`src/rtl/qnigma_pkg.sv`:
```
// Shared TCP types and constants for the qnigma stack: option kinds, option
// lengths, window-scale limits and the parsed-options bundle.
package qnigma_pkg;

    typedef logic [3:0] tcp_scl_t;

    typedef enum logic [7:0] {
        TCP_OPT_EOL       = 8'd0,
        TCP_OPT_NOP       = 8'd1,
        TCP_OPT_MSS       = 8'd2,
        TCP_OPT_WS        = 8'd3,
        TCP_OPT_SACK_PERM = 8'd4,
        TCP_OPT_TS        = 8'd8
    } tcp_opt_kind_t;

    localparam logic [7:0] TCP_OPT_LEN_MSS = 8'd4;
    localparam logic [7:0] TCP_OPT_LEN_WS  = 8'd3;
    localparam logic [7:0] TCP_OPT_LEN_TS  = 8'd10;
    localparam int         TCP_MAX_SCL     = 14;

    typedef struct packed {
        logic        mss_pres;
        logic [15:0] mss;
        logic        ws_pres;
        tcp_scl_t    scl;
        logic        sack_perm;
        logic        ts_pres;
        logic [31:0] ts_val;
        logic [31:0] ts_ecr;
    } tcp_opt_t;

    typedef enum logic [2:0] {
        ST_IDLE,
        ST_KIND,
        ST_LEN,
        ST_DATA,
        ST_PAD
    } opt_state_t;

    function automatic tcp_scl_t clamp_scl(input logic [7:0] shift, input int max_scl);
        if (int'(shift) > max_scl) return tcp_scl_t'(max_scl);
        return shift[3:0];
    endfunction

endpackage

```
`src/rtl/qnigma_tcp_opt_parse.sv`:
```
// Byte-serial TCP options parser: extracts MSS, window scale, SACK-permitted and
// timestamps into shadow registers and publishes them atomically with done.
module qnigma_tcp_opt_parse
    import qnigma_pkg::*;
#(
    parameter int MAX_OPT_LEN = 40,
    parameter int MAX_SCL     = TCP_MAX_SCL
) (
    input  logic        clk,
    input  logic        rst_n,
    input  logic        strt,
    input  logic        val,
    input  logic [7:0]  dat,
    input  logic        last,
    input  logic        syn,
    output logic        done,
    output logic        err,
    output logic        set_scl,
    output tcp_scl_t    scl,
    output logic        mss_pres,
    output logic [15:0] mss,
    output logic        sack_perm,
    output logic        ts_pres,
    output logic [31:0] ts_val,
    output logic [31:0] ts_ecr
);

    localparam logic [7:0] MAX_LEN_B = 8'(MAX_OPT_LEN);

    opt_state_t  state, st_n;
    logic [7:0]  kind, kind_n;
    logic [7:0]  len, len_n;
    logic [7:0]  rem, rem_n;
    logic [7:0]  cnt, cnt_n;
    logic [31:0] acc, acc_n;
    logic        syn_q, syn_n;
    tcp_opt_t    sh, sh_n;
    logic        sh_err, err_n;
    logic        fin;

    function automatic opt_state_t kind_next(input logic [7:0] k);
        case (k)
            TCP_OPT_EOL: return ST_PAD;
            TCP_OPT_NOP: return ST_KIND;
            default:     return ST_LEN;
        endcase
    endfunction

    // NOTE: every comb output gets a default first so no latch is inferred;
    // blocking '=' is correct here because later lines read earlier results.
    always_comb begin
        st_n   = state;
        kind_n = kind;
        len_n  = len;
        rem_n  = rem;
        cnt_n  = cnt;
        acc_n  = acc;
        syn_n  = syn_q;
        sh_n   = sh;
        err_n  = sh_err;
        fin    = 1'b0;

        if (val && strt) begin
            sh_n   = '0;
            err_n  = 1'b0;
            cnt_n  = 8'd1;
            syn_n  = syn;
            kind_n = dat;
            st_n   = kind_next(dat);
        end else if (val && state != ST_IDLE) begin
            if (cnt == MAX_LEN_B) begin
                err_n = 1'b1;
                st_n  = ST_PAD;
            end else begin
                cnt_n = cnt + 8'd1;
                case (state)
                    ST_KIND: begin
                        kind_n = dat;
                        st_n   = kind_next(dat);
                    end
                    ST_LEN: begin
                        len_n = dat;
                        if (dat < 8'd2) begin
                            err_n = 1'b1;
                            st_n  = ST_PAD;
                        end else if (dat == 8'd2) begin
                            if (kind == TCP_OPT_SACK_PERM) sh_n.sack_perm = 1'b1;
                            st_n = ST_KIND;
                        end else begin
                            rem_n = dat - 8'd2;
                            st_n  = ST_DATA;
                        end
                    end
                    ST_DATA: begin
                        acc_n = {acc[23:0], dat};
                        rem_n = rem - 8'd1;
                        // First four timestamp bytes are TSval; the accumulator then refills with TSecr.
                        if (kind == TCP_OPT_TS && len == TCP_OPT_LEN_TS && rem == 8'd5)
                            sh_n.ts_val = acc_n;
                        if (rem == 8'd1) begin
                            st_n = ST_KIND;
                            if (kind == TCP_OPT_MSS && len == TCP_OPT_LEN_MSS) begin
                                sh_n.mss_pres = 1'b1;
                                sh_n.mss      = acc_n[15:0];
                            end
                            if (kind == TCP_OPT_WS && len == TCP_OPT_LEN_WS) begin
                                sh_n.ws_pres = 1'b1;
                                sh_n.scl     = clamp_scl(dat, MAX_SCL);
                            end
                            if (kind == TCP_OPT_TS && len == TCP_OPT_LEN_TS) begin
                                sh_n.ts_pres = 1'b1;
                                sh_n.ts_ecr  = acc_n;
                            end
                        end
                    end
                    default: ;
                endcase
            end
        end

        // Ending with an option still open (waiting for length or data) is a truncation.
        if (val && last && (strt || state != ST_IDLE)) begin
            fin = 1'b1;
            if (st_n == ST_LEN || st_n == ST_DATA) err_n = 1'b1;
            st_n = ST_IDLE;
        end
    end

    // NOTE: sequential state uses non-blocking '<=' so all registers update together.
    always_ff @(posedge clk or negedge rst_n) begin
        if (!rst_n) begin
            state     <= ST_IDLE;
            kind      <= '0;
            len       <= '0;
            rem       <= '0;
            cnt       <= '0;
            acc       <= '0;
            syn_q     <= 1'b0;
            sh        <= '0;
            sh_err    <= 1'b0;
            done      <= 1'b0;
            err       <= 1'b0;
            set_scl   <= 1'b0;
            scl       <= '0;
            mss_pres  <= 1'b0;
            mss       <= '0;
            sack_perm <= 1'b0;
            ts_pres   <= 1'b0;
            ts_val    <= '0;
            ts_ecr    <= '0;
        end else begin
            state  <= st_n;
            kind   <= kind_n;
            len    <= len_n;
            rem    <= rem_n;
            cnt    <= cnt_n;
            acc    <= acc_n;
            syn_q  <= syn_n;
            sh     <= sh_n;
            sh_err <= err_n;
            done   <= fin;
            if (fin) begin
                err       <= err_n;
                set_scl   <= syn_n && !err_n;
                scl       <= sh_n.scl;
                mss_pres  <= sh_n.mss_pres;
                mss       <= sh_n.mss;
                sack_perm <= sh_n.sack_perm;
                ts_pres   <= sh_n.ts_pres;
                ts_val    <= sh_n.ts_val;
                ts_ecr    <= sh_n.ts_ecr;
            end else begin
                set_scl <= 1'b0;
            end
        end
    end

endmodule

```
`config.mk`:
```
export PLATFORM = sky130hd
export DESIGN_NAME = qnigma_tcp_opt_parse
export DESIGN_NICKNAME = d
export VERILOG_FILES = /design/src/rtl/qnigma_pkg.sv /design/src/rtl/qnigma_tcp_opt_parse.sv
export SDC_FILE = /design/constraint.sdc
export NUM_CORES = 1
export LEC_CHECK = 0
export ABC_AREA = 1
export BUFFER_PORTS_ARGS = -buffer_cell sky130_fd_sc_hd__buf_4
export CORE_ASPECT_RATIO = 1.4
export CORE_MARGIN = 2
export CORE_UTILIZATION = 63
export CTS_CLUSTER_DIAMETER = 50
export DETAILED_ROUTE_END_ITERATION = 10
export GPL_TIMING_DRIVEN = 0
export PLACE_DENSITY = 0.9
export SLEW_MARGIN = 20
export SYNTH_ARGS = -nofsm -noshare
export SYNTH_HDL_FRONTEND = slang
export SYNTH_SLANG_ARGS = --single-unit
```
`constraint.sdc`:
```
create_clock -name clk -period 5.46 [get_ports clk]
set_clock_uncertainty 0.2 [all_clocks]
set_input_delay 0.819 -clock clk [delete_from_list [all_inputs] [get_ports clk]]
set_output_delay 0.819 -clock clk [all_outputs]
set_load 0.005 [all_outputs]
```
# Yosys cells after proc, flatten, opt, wreduce, memory -nomap -nowiden
# Cells that the tools add are included.
[classes]
n_lt_le_gt_ge = 2
reduce_logical = 22
mux = 55
n_addsub = 3
n_bitwise = 2
eq_ne = 20
[op_table]
columns = ["operator", "count"]
rows = [
  ["two-way mux 88 bit", 3],
  ["two-way mux 32 bit", 3],
  ["two-way mux 8 bit", 9],
  ["two-way mux 65 bit", 1],
  ["two-way mux 22 bit", 2],
  ["== test 8 x 2 -> 1 bit, second input constant", 4],
  ["== test 8 x 3 -> 1 bit, second input constant", 3],
  ["two-way mux 1 bit", 23],
  ["two-way mux 3 bit", 6],
  ["two-way mux 17 bit", 1],
  ["== test 8 x 1 -> 1 bit, second input constant", 2],
  ["== test 8 x 4 -> 1 bit, second input constant", 2],
  ["one-hot mux 8 bit (2 select lines)", 1],
  ["== test 3 x 2 -> 1 bit, second input constant", 4],
  ["logical AND 1 bit", 9],
  ["one-hot mux 3 bit (3 select lines)", 1],
  ["adder 8 x 1 -> 8 bit, second input constant", 1],
  ["== test 8 x 6 -> 1 bit, second input constant", 1],
  ["> comparator 8 x 4 -> 1 bit, second input constant", 1],
  ["zero test 8 bit", 1],
  ["less-than comparator 8 x 2 -> 1 bit, second input constant", 1],
  ["two-way mux 4 bit", 2],
  ["AND reduction 4 bit", 2],
  ["subtractor 8 x 1 -> 8 bit, second input constant", 1],
  ["other kinds (14)", 20],
]
[totals]
ff_bits = 238
word_cells = 129
output_inout_bits = 90
inputBits = 14

# Longest topological paths before layout
[depth]
word_depth = 15
ltp_mapped = 13
ltp_nobuf = 13

# Worst setup path before layout
# OpenSTA, ideal clock, no wires.
[synth_path]
path_kind = "input-to-reg"
start = "in val"
end = "reg ts_ecr[11]"
stages = 10
path_buffers = 3
setup_ns = 0.077
slack_ns = 3.178
t_arrival_ns = 2.006
cell_sequence = "inv_1 -> a31oi_4 -> inv_2 -> nand2_1 -> nand2_1 -> buf_2 -> buf_2 -> clkbuf_1 -> nand2_1 -> o21ai_1"
[synth_via]
elab_chain_len = 3
word_cells_on_any_way = 7
cone_classes = "mux (3); reduce/logical (4)"
[synth_lines]
columns = ["item", "line", "source"]
rows = [
  ["start, declared", "qnigma_tcp_opt_parse.sv:12", "input logic val,"],
  ["logical AND 1 bit (on tied branches)", "qnigma_tcp_opt_parse.sv:70, qnigma_tcp_opt_parse.sv:122", ""],
  ["two-way mux 88 bit / logical AND 1 bit (equally long branches)", "qnigma_tcp_opt_parse.sv:70, qnigma_tcp_opt_parse.sv:122", ""],
  ["two-way mux 88 bit / two-way mux 1 bit (equally long branches)", "qnigma_tcp_opt_parse.sv:63, qnigma_tcp_opt_parse.sv:122", ""],
  ["end signal, assigned", "qnigma_tcp_opt_parse.sv:171", "ts_ecr <= sh_n.ts_ecr;"],
  ["end, declared", "qnigma_tcp_opt_parse.sv:25", "output logic [31:0] ts_ecr"],
]
# Parallel ways exist; a longest one is shown, timed or not. The select of a mux whose other input is x is not followed.
# A chain may end at the register's enable or synchronous reset.

# Worst setup path after layout
[layout_path]
start = "in val"
end = "reg ts_ecr[3]"
# The elaborated chain is that of the path after synthesis.

==> flow_summary.toml <==
[synth]
synth_cells = 1174
ys_types = 37
netlist_area_mm2 = 0.0101
synth_ff_type = "dfrtp_1"
ys_seq_area_frac = 0.590
async_flop_share = 1.00
synth.ff_latch_count = 238
ys_warn_count = 0
synth_edf_count = 0
syn_nets = 1194
syn_avg_cell_area_um2 = 8.59

[critical_path]
critPathTopFamily = "buffers and inverters"
crit_chain = "buf_4 > nand2_1 > nand2_1 > nand2_1 > buf_2 > buf_2 > clkbuf_1 > nand2_1 > o21ai_1"
critPathMaxStageDelay_ps = 410
startpoint_type = "primary input"
path_depth = 9
crit_fanout = 11
rr_endpoint = "ts_ecr[3]"
reg2reg_depth = 10
cpMostUsedCell = "nand2_1"
regToRegSetupSlack_ps = 2570
cp_num_buf_inv = 4
crit_path_end_kind = "flip-flop"
r2r-start = "state[0]"
crit_type = "primary input to flip-flop"
critPathSlowestCell = "buf_2"
critical_path_arrival_ps = 3140
required_ps = 5670

[cts]
post_cts_resized = 0
clock_sinks = 238
htree_levels = 1
cts_max_path_buffers = 3
cts_tree = "built"
clockRootBuffer = "clkbuf_16"
hold_buffers = 0
path_clk_slew_ps = 70
postCtsSetupRepairBufs = 0
cts_buffers = 22
clk_latency_ps = 520

[die]
die_y_um = 154
num_io_pins = 104
die_area_mm2 = 0.0171
num_rows = 54
fp.coreArea_mm2 = 0.0156
initial_utilization = 0.646
fp.dieW_um = 111

[global_route]
met3_usage = 0.0560
grt_max_degree = 101
met2_usage = 0.547
grt_antenna_before_repair = 1
grtUsageTotal = 0.318
grt_pass1_vias = 8847
grt_pass1_wl_um = 43800
overflow = 0
grtUsageMet1 = 0.373
grt_most_used_layer = "met2"

[final_layout]
nFillCells = 1023
instances_no_fill = 1515
nets = 1323
multi_input_area_mm2 = 0.00326
syn_to_final_growth_pct = 17.6
layout-drive-gt1-share = 0.137
regArea_mm2 = 0.00596
final_core_util = 0.760

[routing]
detail-route-antenna-nets = 0
wl_per_cell_um = 17.9
via_per_inst = 5.83
drtIter0Drc = 758
first_pass_iters = 5
routed_wl_um = 27100
via_count = 8837
drc = 0

[timing]
finalCritPeriodShare = 0.538
slew_violations = 0
fmax_mhz = 341
maxSlewHeadroom = 0.587
tightest_slew_ps = 619
period_needed_ps = 2940
setup_viol = 0
rsz0062_at_grt = "no"
setup_tns_ps = 0
hold_viol_final = 0

[power_and_ir_drop]
power_density_mw_per_mm2 = 341
p_leak_uw = 0.00650
ir_drop_uv = 275

[run_status]
outcome = "finished clean"

[worst_hold_path]
hold_path_class = "primary input to async pin"

[place]
globalplace.congestion = 0.930
place_hpwl_um = 17800
dp_cells = 1475
port_buffers = 103

[flow_run]
drv_cap = 0
logic make-up (layout without fill, tap and decap cells):
group                      Yosys count  after routing  share of synthesized area
and+or+nand+nor                    476            476                      0.194
AOI/OAI and AO/OA                  225            225                      0.116
buffers and inverters              223            367                     0.0867
DFF                                238            238                      0.590
other                                0              1                          0
xor gates and xnor gates             6              6                    0.00521
adders and majority gates            6              6                    0.00744
flip-flops by register name, summed over array words and instances (netlist names), 16 cells and up:
register  cells
sh           87
ts_ecr       32
ts_val       32
acc          24
mss          16
cells in the final DEF, fill, tap and decap left out, drive strengths merged:
cell      netlist  layout
a21oi          31      31
a22oi           1       1
a31oi           4       4
a32oi           1       1
buf            22     127
bufinv          0       1
clkbuf         30      59
clkinv          2       9
clkinvlp        0       1
dfrtp         238     238
diode           0       1
ha              6       6
inv           169     170
nand2         291     291
nand3          46      46
nand3b          2       2
nand4           2       2
nor2          114     114
nor3           14      14
nor3b           1       1
nor4            3       3
o211ai          4       4
o21ai         180     180
o21bai          1       1
o22ai           2       2
o311ai          1       1
or2             3       3
xnor2           1       1
xor2            5       5
per-stage QoR:
stage | setup WS, ps | power (uW) | instance area [um2] | hold WS, ps
2_1_floorplan | 3180 | 2340 | 10100 | 253
6_report | 2520 | 4040 | 11900 | 0.510
4_1_cts | 2670 | 4030 | 11900 | 14.7
3_5_place_dp | 2180 | 2550 | 11200 | 267
5_1_grt | 2410 | 4190 | 11900 | 36.9
3_3_place_gp | 1650 | 2520 | 11100 | 266
cell type report:
| cell class | count | share of cell area |
|---|---|---|
| repair buffers | 105 | 0.0704 |
| inverters | 171 | 0.0541 |
| plain buffers | 52 | 0.0196 |
| clock buffers | 29 | 0.0503 |
| multi-input cells | 713 | 0.275 |
| clock inverters | 10 | 0.00812 |
| flip-flops and latches | 238 | 0.502 |
| well taps | 196 | 0.0207 |
| diodes | 1 | 0.000211 |
cells in the mapped netlist, drive strengths merged, types with 5 or more instances:
| cell | instances | area, um2 |
|---|---|---|
| xor2 | 5 | 43.8 |
| nor3 | 14 | 86.3 |
| dfrtp | 238 | 5960 |
| nand3 | 46 | 235 |
| o21ai | 180 | 901 |
| buf | 22 | 120 |
| inv | 169 | 634 |
| ha | 6 | 75.1 |
| clkbuf | 30 | 113 |
| a21oi | 31 | 159 |
| nand2 | 291 | 1100 |
| nor2 | 114 | 458 |
how the worst max path moves through the flow:
stage | from | end | slack [ps]
2_1_floorplan | val | ts_ecr[11] | 3180
3_3_place_gp | rst_n | mss[4] | 1650
4_1_cts | val | ts_ecr[3] | 2670
5_1_grt | val | ts_ecr[3] | 2410
6_report | val | ts_ecr[3] | 2520
3_5_place_dp | val | ts_ecr[3] | 2180
metal layers:
metal  up-vias  part of all wire
li1       3943                 -
met3       146             0.079
met1      4272              0.35
met5         -                 0
met2       476              0.50
met4         0             0.064
report_power, final:
| part | internal, uW | switching, uW | leakage, uW |
|---|---|---|---|
| combinational | 157 | 384 | 0.00289 |
| clock | 825 | 665 | 0.000341 |
| sequential | 1900 | 114 | 0.00326 |
| total | 2880 | 1160 | 0.00650 |
Note: power is estimated with default switching activity, not from simulation.
